$ cat config.mk
export PLATFORM = sky130hd
export DESIGN_NAME = cic_comb_chain
export DESIGN_NICKNAME = d
export VERILOG_FILES = /design/src/rtl/cic_comb_chain.sv
export SDC_FILE = /design/constraint.sdc
export NUM_CORES = 1
export LEC_CHECK = 0
export CAP_MARGIN = 20
export CORE_ASPECT_RATIO = 0.9
export CORE_MARGIN = 2
export CORE_UTILIZATION = 36
export CTS_BUF_LIST = sky130_fd_sc_hd__clkbuf_4 sky130_fd_sc_hd__clkbuf_8
export CTS_CLUSTER_DIAMETER = 80
export DETAILED_ROUTE_END_ITERATION = 6
export SLEW_MARGIN = 10
export SYNTH_ARGS = -nofsm -noshare
export SYNTH_HDL_FRONTEND = slang
export SYNTH_SLANG_ARGS = --single-unit
$ cat constraint.sdc
create_clock -name clock -period 3.9 [get_ports clock]
set_clock_uncertainty 0.2 [all_clocks]
set_input_delay 0.78 -clock clock [delete_from_list [all_inputs] [get_ports clock]]
set_output_delay 0.78 -clock clock [all_outputs]
set_load 0.02 [all_outputs]
$ cat src/rtl/cic_comb_chain.sv
// ============================================================================
// cic_comb_chain : N-stage CIC comb (differentiator) chain with output
//                  reduction (round half-up + saturate, or truncate)
// Revision      : 1.0
// ============================================================================
`default_nettype none

module cic_comb_chain #(
   parameter int INPUT_WIDTH  = 24,
   parameter int OUTPUT_WIDTH = 16,
   parameter int N_STAGES     = 4,
   parameter int DIFF_DELAY   = 1,
   parameter int ROUND        = 1
) (
   input  logic                    clock,
   input  logic                    reset,
   input  logic                    strobe_in,
   input  logic [INPUT_WIDTH-1:0]  d_in,
   output logic                    strobe_out,
   output logic [OUTPUT_WIDTH-1:0] d_out
);

   localparam int c_shift = INPUT_WIDTH - OUTPUT_WIDTH;

   generate
      if (OUTPUT_WIDTH > INPUT_WIDTH || N_STAGES < 1 || N_STAGES > 8 ||
          (DIFF_DELAY != 1 && DIFF_DELAY != 2)) begin : g_param_err
         $error("cic_comb_chain: illegal parameter combination");
      end
   endgenerate

   generate
      for (genvar k = 0; k < N_STAGES; k++) begin : g_stage
         logic [INPUT_WIDTH-1:0] w_x;
         logic                   w_vin;
         logic [INPUT_WIDTH-1:0] r_y;
         logic                   r_v;
         logic [INPUT_WIDTH-1:0] r_hist [DIFF_DELAY];

         if (k == 0) begin : g_first
            assign w_x   = d_in;
            assign w_vin = strobe_in;
         end else begin : g_chain
            assign w_x   = g_stage[k-1].r_y;
            assign w_vin = g_stage[k-1].r_v;
         end

         // History advances only on valid samples, so strobe gaps are transparent.
         always_ff @(posedge clock) begin
            if (reset) begin
               r_y <= '0;
               r_v <= 1'b0;
               for (int i = 0; i < DIFF_DELAY; i++) r_hist[i] <= '0;
            end else begin
               r_v <= w_vin;
               if (w_vin) begin
                  r_y       <= w_x - r_hist[DIFF_DELAY-1];
                  r_hist[0] <= w_x;
                  for (int i = 1; i < DIFF_DELAY; i++) r_hist[i] <= r_hist[i-1];
               end
            end
         end
      end
   endgenerate

   logic [INPUT_WIDTH-1:0]  w_y_last;
   logic                    w_v_last;
   logic [OUTPUT_WIDTH-1:0] w_red;

   assign w_y_last = g_stage[N_STAGES-1].r_y;
   assign w_v_last = g_stage[N_STAGES-1].r_v;

   generate
      if (ROUND != 0 && c_shift > 0) begin : g_round
         localparam logic [INPUT_WIDTH:0]    c_half = (INPUT_WIDTH+1)'(1) << (c_shift - 1);
         localparam logic [OUTPUT_WIDTH-1:0] c_max  = {1'b0, {(OUTPUT_WIDTH-1){1'b1}}};
         logic [INPUT_WIDTH:0] w_sum;
         logic                 w_unused_lsb;

         assign w_sum        = {w_y_last[INPUT_WIDTH-1], w_y_last} + c_half;
         assign w_unused_lsb = ^w_sum[c_shift-1:0];
         // Only a positive input can carry into the sign bit; negatives never overflow.
         assign w_red = (!w_sum[INPUT_WIDTH] && w_sum[INPUT_WIDTH-1]) ? c_max
                                                                     : w_sum[INPUT_WIDTH-1 -: OUTPUT_WIDTH];
      end else begin : g_trunc
         assign w_red = w_y_last[INPUT_WIDTH-1 -: OUTPUT_WIDTH];
         if (c_shift > 0) begin : g_drop
            logic w_unused_lsb;
            assign w_unused_lsb = ^w_y_last[c_shift-1:0];
         end
      end
   endgenerate

   always_ff @(posedge clock) begin
      if (reset) begin
         strobe_out <= 1'b0;
         d_out      <= '0;
      end else begin
         strobe_out <= w_v_last;
         if (w_v_last) d_out <= w_red;
      end
   end

endmodule

`default_nettype wire
==> out/metrics.yaml, run 1 <==
outcome:
  status: "complete, no violations"
grt:
  grt_pass1_vias: 9435
  use_met1: 0.172
  grt_usage: 0.144
  antenna_found_initial: 0
  gr-max-usage-layer: "met2"
  grt_pass1_wl_mm: 44.4
  grt_max_degree: 33
  grtUsageMet2: 0.260
  grtUsageMet3: 0.0267
  globalRouteOverflowTotal: 0
min_path:
  hold_class: "reg2reg"
  holdPathEnd: "d_out[15]$_SDFFE_PP0P_"
  whs_path_depth: 2
  min_from: "d_out[15]$_SDFFE_PP0P_"
synth:
  yosysWarnings: 0
  ys_seq_elements: 206
  synth_top_family_by_area: "simple AND/OR/NAND/NOR gates"
  synth_xor_area_frac: 0.0455
  synthSimpleGateAreaFrac: 0.193
  syn_inst: 1397
  synthFlopType: "dfxtp_1"
  muxShareOfSynthArea: 0.0136
  synth_cell_types: 73
  ys_seq_area_frac: 0.407
  synth_edf_count: 96
  syn_area_sq_mm: 0.0125
  synth_area_per_cell_sq_um: 8.95
  syn_nets: 1519
  synthArstFlopShare: 0
  synth_compound_area_frac: 0.191
  synthAdderAreaFrac: 0.0969
place:
  place.gp.congestion: 0.907
  port_buffers: 43
  dpl.cell_count: 1870
  place_hpwl_mm: 19.5
power_and_ir_drop:
  p_per_area_mw_per_mm2: 446
  p_leak_nw: 5.81
  total_power_mw: 6.37
  ir_drop_v: 0.000290
final_layout:
  antenna_cells: 0
  seq_area_sq_mm: 0.00508
  utilization: 0.419
  instances_no_fill: 1938
  fillCellCount: 3450
  drive_above_1_share: 0.0678
  nets: 1569
  area_growth_pct: 14.2
  multiInputGateArea_sq_mm: 0.00675
worst_setup_path:
  critPathKind: "in2reg"
  reg2reg_slack_ps: 1010
  critical_path_arrival_ps: 3490
  reg2reg_to: "g_stage[1].r_y[20]$_SDFFE_PP0P_"
  endpoint_kind: "flip-flop"
  cp-start-kind: "input pin"
  required_ps: 4160
  path_max_fanout: 4
  rr_worst_depth: 10
  r2r_start: "g_stage[0].r_y[0]$_SDFFE_PP0P_"
detailed_routing:
  drcViolationCount: 0
  route.final.wire_length_mm: 26.1
  drt_iter0_markers: 293
  vias_per_cell: 5.01
  antenna_left: 0
  wire_per_inst_microns: 13.5
  vias: 9719
  drtPass1Iterations: 4
floorplanning:
  num_io_pins: 44
  die_y_microns: 181
  die_w_microns: 200
  start_util: 0.367
  coreArea_sq_mm: 0.0341
  placementRows: 64
  die_area_sq_mm: 0.0362
clock_network:
  cts_tree: "done"
  postCtsResizedCells: 0
  cts_max_path_buffers: 3
  post-cts-setup-buffer-count: 0
  cts_root_buf: "clkbuf_8"
  htreeDepth: 2
  cts_hold_buf: 0
  cts_buffers: 37
  clk_pin_slew_ps: 60
  insertion_delay_ps: 550
  cts.sink_count: 206
sta:
  finalMaxSlewViolations: 0
  whs_ps: 265
  clock.fmax_ghz: 0.310
  rsz0062_at_grt: "no"
  maxSlewHeadroom: 0.403
  fin_setup_tns_ps: 0
  period_share: 0.828
  period_needed_ps: 3230
  setup_viol: 0
  hold_violations: 0
  worstMarginPinSlew_ps: 894
run:
  max_cap_viol_count: 0
[how the worst max path moves through the flow]
stage / startpoint / endpoint / cells after the start
2_1_floorplan: d_in[0] / g_stage[0].r_y[22]$_SDFFE_PP0P_ / 10
3_5_place_dp: d_in[0] / g_stage[0].r_y[22]$_SDFFE_PP0P_ / 11
6_report: d_in[0] / g_stage[0].r_y[22]$_SDFFE_PP0P_ / 11
3_3_place_gp: d_in[0] / g_stage[0].r_y[22]$_SDFFE_PP0P_ / 11
5_1_grt: d_in[0] / g_stage[0].r_y[22]$_SDFFE_PP0P_ / 11
4_1_cts: d_in[0] / g_stage[0].r_y[22]$_SDFFE_PP0P_ / 11
[critical path, stage by stage]
cell and delay, ps:
clkdlybuf4s50_1 470, inv_1 50, ha_1 220, fa_1 380
nor2b_1 210, o2111a_1 260, o21ai_1 160, o211a_1 290
o21ai_1 250, a2111oi_0 150, nor4bb_1 260
[metal layers]
metal | wire length, microns | vias up
met3 | 1000 | 59
met5 | 0 | -
met4 | 690 | 0
met1 | 11900 | 4403
met2 | 12500 | 171
li1 | - | 5086
[final cells by class]
type	count	area share
clock inverter	17	0.0133
timing repair buffer	61	0.0392
tap	462	0.0405
multi-input combinational	1014	0.473
clock buffer	51	0.0448
sequential	206	0.356
inverter	127	0.0334
[cell families (layout without fill, tap and decap cells)]
group           count (synthesis)  after routing
simple gates                  476            476
fa+ha+maj                      95             95
xor+xnor                       65             65
buf+inv                       177            256
compound gates                361            361
mux                            17             17
flops                         206            206
[cell usage after synthesis, drive strengths merged, types with 21 or more instances]
library cell / instances / area share
ha: 92 / 0.092
nor2: 116 / 0.035
and2: 97 / 0.049
nor3: 29 / 0.012
clkbuf: 46 / 0.014
a21o: 24 / 0.014
edfxtp: 96 / 0.23
dfxtp: 110 / 0.18
xor2: 42 / 0.029
nand3: 36 / 0.015
nand2: 99 / 0.030
xnor2: 23 / 0.016
a211oi: 34 / 0.021
a21oi: 82 / 0.033
inv: 126 / 0.038
o21ai: 91 / 0.036
o21a: 21 / 0.013
[placed cells by master, fill, tap and decap left out, types with 21 or more instances in the layout]
cell / instances
o21ai_0: 81
dfxtp_1: 110
o21a_1: 21
nand3_1: 35
nor2_1: 116
clkdlybuf4s50_1: 42
and2_1: 97
a211oi_1: 33
xor2_1: 42
nand2_1: 99
a21oi_1: 81
xnor2_1: 23
inv_1: 126
a21o_1: 24
ha_1: 92
clkbuf_8: 41
edfxtp_1: 96
nor3_1: 28
[power by group]
| part | total, mW | internal [mW] | switching, mW |
|---|---|---|---|
| sequential | 2.53 | 2.42 | 0.103 |
| clock | 2.25 | 1.34 | 0.917 |
| combinational | 1.59 | 0.668 | 0.920 |
[per-stage QoR]
stage	setup WS, ps	cell area (sq um)
finish	671	14300
global route	488	14300
CTS	705	14300
detailed placement	104	13500
global placement	180	13500
floorplan	902	12500
[sequential cells by signal (all words and copies together), names as in the netlist]
name            count
g_stage.r_hist     96
g_stage.r_y        89
d_out              16
g_stage.r_v         4
strobe_out          1
(Power assumes the default switching activity.)
==> run 2, diff against run 1 <==
==> constraint.sdc (replaced) <==
create_clock -name clock -period 3.1 [get_ports clock]
set_clock_uncertainty 0.2 [all_clocks]
set_input_delay 0.62 -clock clock [delete_from_list [all_inputs] [get_ports clock]]
set_output_delay 0.62 -clock clock [all_outputs]
set_load 0.02 [all_outputs]
==> out/metrics.yaml, run 2 (synthesis results as in run 1) <==
outcome:
  status: "complete, no violations"
place:
  dpl_worst_slack_ps: -434
  port_buffers: 43
  place.gp.congestion: 0.861
  place_hpwl_mm: 20.1
worst_setup_path:
  critical_path_arrival_ps: 3160
  crit_slowest_cell: "clkdlybuf4s50_1"
  endpoint_kind: "flip-flop"
  critPathKind: "in2reg"
  required_ps: 3340
  path_max_fanout: 4
  slowest_delay_ps: 460
  crit_family: "compound AO/OA/AOI/OAI gates"
  cp-start-kind: "input pin"
  crit_path_cell_trace: "clkdlybuf4s50_1 > inv_1 > ha_1 > fa_1 > nor2b_1 > o2111a_1 > o21ai_1 > o211a_1 > o31ai_1 > xnor2_1 > o21ai_0"
  crit_buf_inv: 2
floorplanning:
  die_w_microns: 200
  num_io_pins: 44
  die_y_microns: 181
  coreArea_sq_mm: 0.0341
  die_area_sq_mm: 0.0362
  placementRows: 64
  start_util: 0.367
power_and_ir_drop:
  p_per_area_mw_per_mm2: 552
  p_leak_nw: 5.99
  ir_drop_v: 0.000341
clock_network:
  cts_max_path_buffers: 3
  insertion_delay_ps: 560
  post-cts-setup-buffer-count: 0
  cts_buffers: 38
  htreeDepth: 2
  cts_tree: "done"
  clk_pin_slew_ps: 70
  cts_root_buf: "clkbuf_8"
  cts.sink_count: 206
final_layout:
  final_cell_mix: "126 x inv_1, 116 x nor2_1, 110 x dfxtp_1, 99 x nand2_1, 97 x and2_1"
  drive_above_1_share: 0.0957
  utilization: 0.426
  largest_reg_flops: 96
  nets: 1607
  antenna_cells: 0
  top_regs: "g_stage.r_hist: 96 flops, g_stage.r_y: 89 flops, d_out: 16 flops"
  regMostFlops: "g_stage.r_hist"
  area_growth_pct: 16.3
  layout_commonest_cell: "inv_1"
detailed_routing:
  vias_per_cell: 4.93
  antenna_left: 0
  drt_iter0_markers: 282
  route.final.wire_length_mm: 26.7
  drtPass1Iterations: 5
  wire_per_inst_microns: 13.5
  vias: 9749
  drcViolationCount: 0
sta:
  setup_viol: 0
  postLayoutSetupSlackWorst_ps: 185
  maxSlewHeadroom: 0.455
  fin_setup_tns_ps: 0
  period_share: 0.940
  clock.fmax_ghz: 0.343
  hold_violations: 0
  rsz0062_at_grt: "no"
  period_needed_ps: 2920
  worstMarginPinSlew_ps: 815
  finalMaxSlewViolations: 0
grt:
  globalRouteOverflowTotal: 0
  grt_usage: 0.149
  grt_pass1_vias: 9732
  grt_pass1_wl_mm: 45.8
  grt_max_degree: 28
  antenna_found_initial: 0
run:
  max_cap_viol_count: 0
min_path:
  hold_class: "reg2reg"
run 2: changes by cell type in the layout (fill, tap and decap cells not counted):
| cell | before | now |
|---|---|---|
| clkinv_1 | 6 | 1 |
| o21ai_1 | 10 | 9 |
| clkbuf_4 | 10 | 13 |
| clkinvlp_4 | 2 | 1 |
| clkbuf_8 | 41 | 42 |
| clkinv_2 | 5 | 11 |
| bufinv_16 | 4 | 2 |
| o21ai_2 | 0 | 1 |
| buf_4 | 18 | 55 |
run 2: final timing paths:
path,from,to,slack (ps),depth (start not counted)
setup reg to reg,g_stage[1].r_y[0]$_SDFFE_PP0P_,g_stage[2].r_y[22]$_SDFFE_PP0P_,270,10
setup / recovery,d_in[0],g_stage[0].r_y[18]$_SDFFE_PP0P_,180,11
hold / removal,d_out[15]$_SDFFE_PP0P_,d_out[15]$_SDFFE_PP0P_,260,2
hold reg to reg,d_out[15]$_SDFFE_PP0P_,d_out[15]$_SDFFE_PP0P_,260,2
run 2: final cells by class:
| cell class | count | area, sq um |
|---|---|---|
| Inverter | 127 | 477 |
| Clock inverter | 15 | 134 |
| Fill cell | 3457 | 19600 |
| Timing Repair Buffer | 98 | 838 |
| Clock buffer | 55 | 676 |
| Tap cell | 462 | 578 |
| Multi-Input combinational cell | 1014 | 6760 |
| Sequential cell | 206 | 5080 |
run 2: per-stage QoR:
stage / hold WS (ps) / std cells / power, mW / cell area [sq um]
CTS: 262 / 1977 / 8.13 / 14500
detailed placement: 253 / 1907 / 5.31 / 13700
global placement: 253 / 1907 / 5.28 / 13700
floorplan: 245 / 1397 / 4.75 / 12500
finish: 264 / 1977 / 8.03 / 14500
global route: 277 / 1977 / 8.56 / 14500
run 2: per-layer routing:
layer,up-vias,share of wire,GRT usage,wire [microns]
met3,53,0.032,0.0267,856
met5,-,0,0,0
met2,134,0.48,0.271,12900
li1,5164,-,-,-
met4,0,0.023,0.0471,606
met1,4398,0.46,0.179,12400
run 2: power by group:
part           total [mW]  internal, mW  switching, mW
combinational        2.08         0.900           1.18
sequential           3.18          3.05          0.126
clock                2.77          1.58           1.19
run 2: tightest hold or removal path, stage by stage (launching register included):
cell and delay, ps:
dfxtp_1 320, nand2_1 50, a21oi_1 50
run 2: repair_timing:
action / in CTS / in global routing
gates resized for setup: 0 / 1
endpoints found under the setup margin: 0 / 1
hold buffers: 0 / 0
==> edit 1, RTL diff (settings of run 1) <==
`OUTPUT_WIDTH`: 16 -> 20.
--- a/src/rtl/cic_comb_chain.sv
+++ b/src/rtl/cic_comb_chain.sv
@@ -7,7 +7,7 @@
 
 module cic_comb_chain #(
    parameter int INPUT_WIDTH  = 24,
-   parameter int OUTPUT_WIDTH = 16,
+   parameter int OUTPUT_WIDTH = 20,
    parameter int N_STAGES     = 4,
    parameter int DIFF_DELAY   = 1,
    parameter int ROUND        = 1
Interface: changed (resized d_out); port bits go from 44 to 48. No check against the original RTL was run, so the function may have changed too.
==> edit 1 against run 1 <==
  * Worst setup slack improved by 0.095 ns
  * Total power rose by 3.3%
  * Final cell count grew 2.0%
  * Cell area rose by 3.3%
  * Sequential cell count up 8
  * Count of clock-buffer cells in the layout up 10
  * Sequential power up 4%
  * Critical endpoint is now g_stage[0].r_y[18]$_SDFFE_PP0P_
  * Clock power up 7%
  * Largest cell class unchanged
  * Synthesized cell count rose by 1.7%
  * First-iteration DRC count rose by 44%
  * Area after synthesis grew 3.1%
  * Wire length increased by 9.4%
==> edit 1: results (changes against run 1) <==
final WL 28500 µm (+9.4%); CTS Buffer Depth 3 (unchanged); GR met3 Demand/Resource 2.91% (+0.24 points); Vias/cell 5.16 (+3.0%); Post-Syn Nets 1543 (+1.6%); multi-input logic area 0.00691 mm² (+2.4%); M2 GR Usage 27.5% (+1.5 points); final routed wire length divided by cell count 14.4 µm (+7.3%); buffering overhead 4.07% (+0.14 points); clock sink count 214 (+3.9%); xor/xnor share of the synthesized area 4.42% (-0.14 points); Synth Area in Compound Gates 20.7% (+1.7 points); outcome completed; final-layout clock-cell area share 6.09% (+0.28 points); TritonCTS Buffers 40 (+8.1%); DP HPWL 20800 µm (+6.7%); Post-synth top cells inv_1, dfxtp_1, nor2_1; Final #Nets 1597 (+1.8%); Critical-path top delay cell clkdlybuf4s50_1; Cells after DPL 1902 (+1.7%); PnR worst setup slack 0.766 ns (+0.0950 ns); dpl cell area 0.0139 mm² (+3.0%); met1 usage 19.2% (+2.0 points); met2 wire len 13500 µm (+8.0%); top flop regs g_stage.r_hist x96, g_stage.r_y x93, d_out x20; Seq/total area 35.5% (-0.068 points); VDD IR-drop max 216 µV (-25%); multi-input gate share of total cell area 46.8% (-0.45 points); count of non-CTS buffers in the layout 65 (+6.6%); first-pass GRT wire length 48300 µm (+8.7%); synthesized area per cell 9.07 µm² (+1.3%); post-synthesis sequential area ratio 40.7% (about the same); pin count of the biggest net entering global routing 42 (+27%); filler instances 3523 (+2.1%); Setup WS pre-CTS 0.266 ns (+0.162 ns); 1st-pass router iterations 5 (+1); initial drt markers 423 (+44%); WP data arrival 3.35 ns (-0.14 ns); Post-Synth Adder-Cell Area 9.40% (-0.29 points); Signal inverters 138 (+8.7%); #MultiIn Comb 1016 (+0.20%); Clock Power 2.40 mW (+7%); crit path to g_stage[0].r_y[18]$_SDFFE_PP0P_; multiplexer share of the synthesized area 1.41% (+0.047 points); clock buffers 61 (+20%); Total Routing Usage GR 15.5% (+1.1 points); largest family of logic cells by synthesized area compound AO/OA/AOI/OAI gates; Leakage 6.09 nW (+5.0%); P_int 4.60 mW (+3.7%); Post-Syn Area 0.0129 mm² (+3.1%); Unique masters post-synth 82 (+12%); RR Startpoint g_stage[1].r_y[0]$_SDFFE_PP0P_; clock power share 36.5% (+1.1 points); Worst-Margin Slew 1.01 ns (+0.115 ns); combinational power share 23.7% (-1.2 points); met3 WL post-DR 1030 µm (+2.5%); flop2flop setup slack 0.79 ns (-0.22 ns)
==> edit 1: worst min path at each step <==
stage          slack [ns]                              end                             from
2_1_floorplan        0.24  g_stage[0].r_y[22]$_SDFFE_PP0P_  g_stage[0].r_y[22]$_SDFFE_PP0P_
3_3_place_gp         0.26           d_out[18]$_SDFFE_PP0P_           d_out[18]$_SDFFE_PP0P_
3_5_place_dp         0.26           d_out[18]$_SDFFE_PP0P_           d_out[18]$_SDFFE_PP0P_
4_1_cts              0.27           d_out[18]$_SDFFE_PP0P_           d_out[18]$_SDFFE_PP0P_
5_1_grt              0.29           d_out[18]$_SDFFE_PP0P_           d_out[18]$_SDFFE_PP0P_
6_report             0.27           d_out[19]$_SDFFE_PP0P_           d_out[19]$_SDFFE_PP0P_
==> edit 1: cell families after synthesis <==
logic type / after synthesis
AO/OA/AOI/OAI: 386
XOR/XNOR: 65
adder cells (fa/ha/maj): 95
buffers and inverters: 191
flip-flops: 214
multiplexers: 18
AND/OR/NAND/NOR: 452
==> edit 2, RTL diff (config.mk and constraints of run 1) <==
Made on the original files. Reset style: asynchronous (`reset`), changed in 2 clocked blocks.
--- a/src/rtl/cic_comb_chain.sv
+++ b/src/rtl/cic_comb_chain.sv
@@ -46,7 +46,7 @@
          end
 
          // History advances only on valid samples, so strobe gaps are transparent.
-         always_ff @(posedge clock) begin
+         always_ff @(posedge clock or posedge reset) begin
             if (reset) begin
                r_y <= '0;
                r_v <= 1'b0;
@@ -91,7 +91,7 @@
       end
    endgenerate
 
-   always_ff @(posedge clock) begin
+   always_ff @(posedge clock or posedge reset) begin
       if (reset) begin
          strobe_out <= 1'b0;
          d_out      <= '0;
Function: changed (Yosys sat finds a counterexample within 10 cycles, from zero or initial values and one cycle with reset high; the reset may be asserted at any time).
==> edit 2 against run 1 <==
  * Critical path depth did not move
  * Cell area grew 1.6%
  * Die area rose by 2.2%
  * Wire length down 0.27%
  * Largest cell class unchanged
  * Worst setup slack got worse by 0.042 ns
  * Sequential cell count unchanged
  * Area after synthesis increased by 2.3%
Power is not compared: it rests on default switching activity, and its combinational part moved more than twofold at a synthesized area within 25%.
==> edit 2: results (changes against run 1) <==
final routed wire length divided by cell count 13.2 µm (-2.1%); met1 usage 19.0% (+1.8 points); RR Endpoint g_stage[2].r_y[16]$_DFFE_PP0P_; initial drt markers 570 (+95%); Post-Synth Adder-Cell Area 9.47% (-0.22 points); total number of vias 9910 (+2.0%); TritonCTS Buffers 39 (+5.4%); Worst-Margin Slew 0.705 ns (-0.189 ns); HP Start d_out[4]$_DFFE_PP0P_; DP HPWL 18500 µm (-5.3%); WP data arrival 3.53 ns (+0.04 ns); multiplexer share of the synthesized area 3.50% (+2.1 points); seq_cells 206 (unchanged); clock buffers 58 (+14%); post-synthesis sequential area ratio 40.3% (-0.36 points); Unique masters post-synth 83 (+14%); Synth async-reset ratio 100% (+100 points); Hold WS 0.288 ns (+0.0231 ns); vias in the first global route 9654 (+2.3%); Synth Area in Compound Gates 21.9% (+2.9 points); final-layout clock-cell area share 5.43% (-0.38 points); xor/xnor share of the synthesized area 3.70% (-0.85 points); Seq/total area 35.6% (-0.050 points); count of non-CTS buffers in the layout 53 (-13%); GR met3 Demand/Resource 2.90% (+0.23 points); RR Startpoint g_stage[1].r_y[0]$_DFFE_PP0P_; Setup WS pre-CTS 0.0762 ns (-0.0274 ns); pin count of the biggest net entering global routing 87 (+160%); M2 GR Usage 23.5% (-2.5 points); routability cong. 0.878 (-3.2%); buffering overhead 3.71% (-0.22 points); layout cell share with drive strength beyond 1 10.1% (+3.3 points); outcome completed; filler instances 3506 (+1.6%); Cells after DPL 1907 (+2.0%); met3 WL post-DR 1000 µm (about the same); met2 wire len 11500 µm (-8.0%); synthesized area per cell 8.90 µm² (-0.57%)
==> edit 2: worst max-delay path by stage <==
stage | slack (ns) | start | to | cells past startpoint
floorplan | 0.25 | reset | d_out[0]$_DFFE_PP0P_ | 1
global placement | 0.13 | d_in[0] | g_stage[0].r_y[16]$_DFFE_PP0P_ | 11
detailed placement | 0.08 | d_in[0] | g_stage[0].r_y[16]$_DFFE_PP0P_ | 11
CTS | 0.68 | d_in[0] | g_stage[0].r_y[16]$_DFFE_PP0P_ | 11
global route | 0.49 | d_in[0] | g_stage[0].r_y[20]$_DFFE_PP0P_ | 11
finish | 0.63 | d_in[0] | g_stage[0].r_y[16]$_DFFE_PP0P_ | 11
==> edit 2: where the power goes <==
| part | total, mW | internal (mW) | switching [mW] |
|---|---|---|---|
| combinational | 6.17 | 2.72 | 3.45 |
| sequential | 3.42 | 2.90 | 0.522 |
| clock | 2.14 | 1.20 | 0.936 |
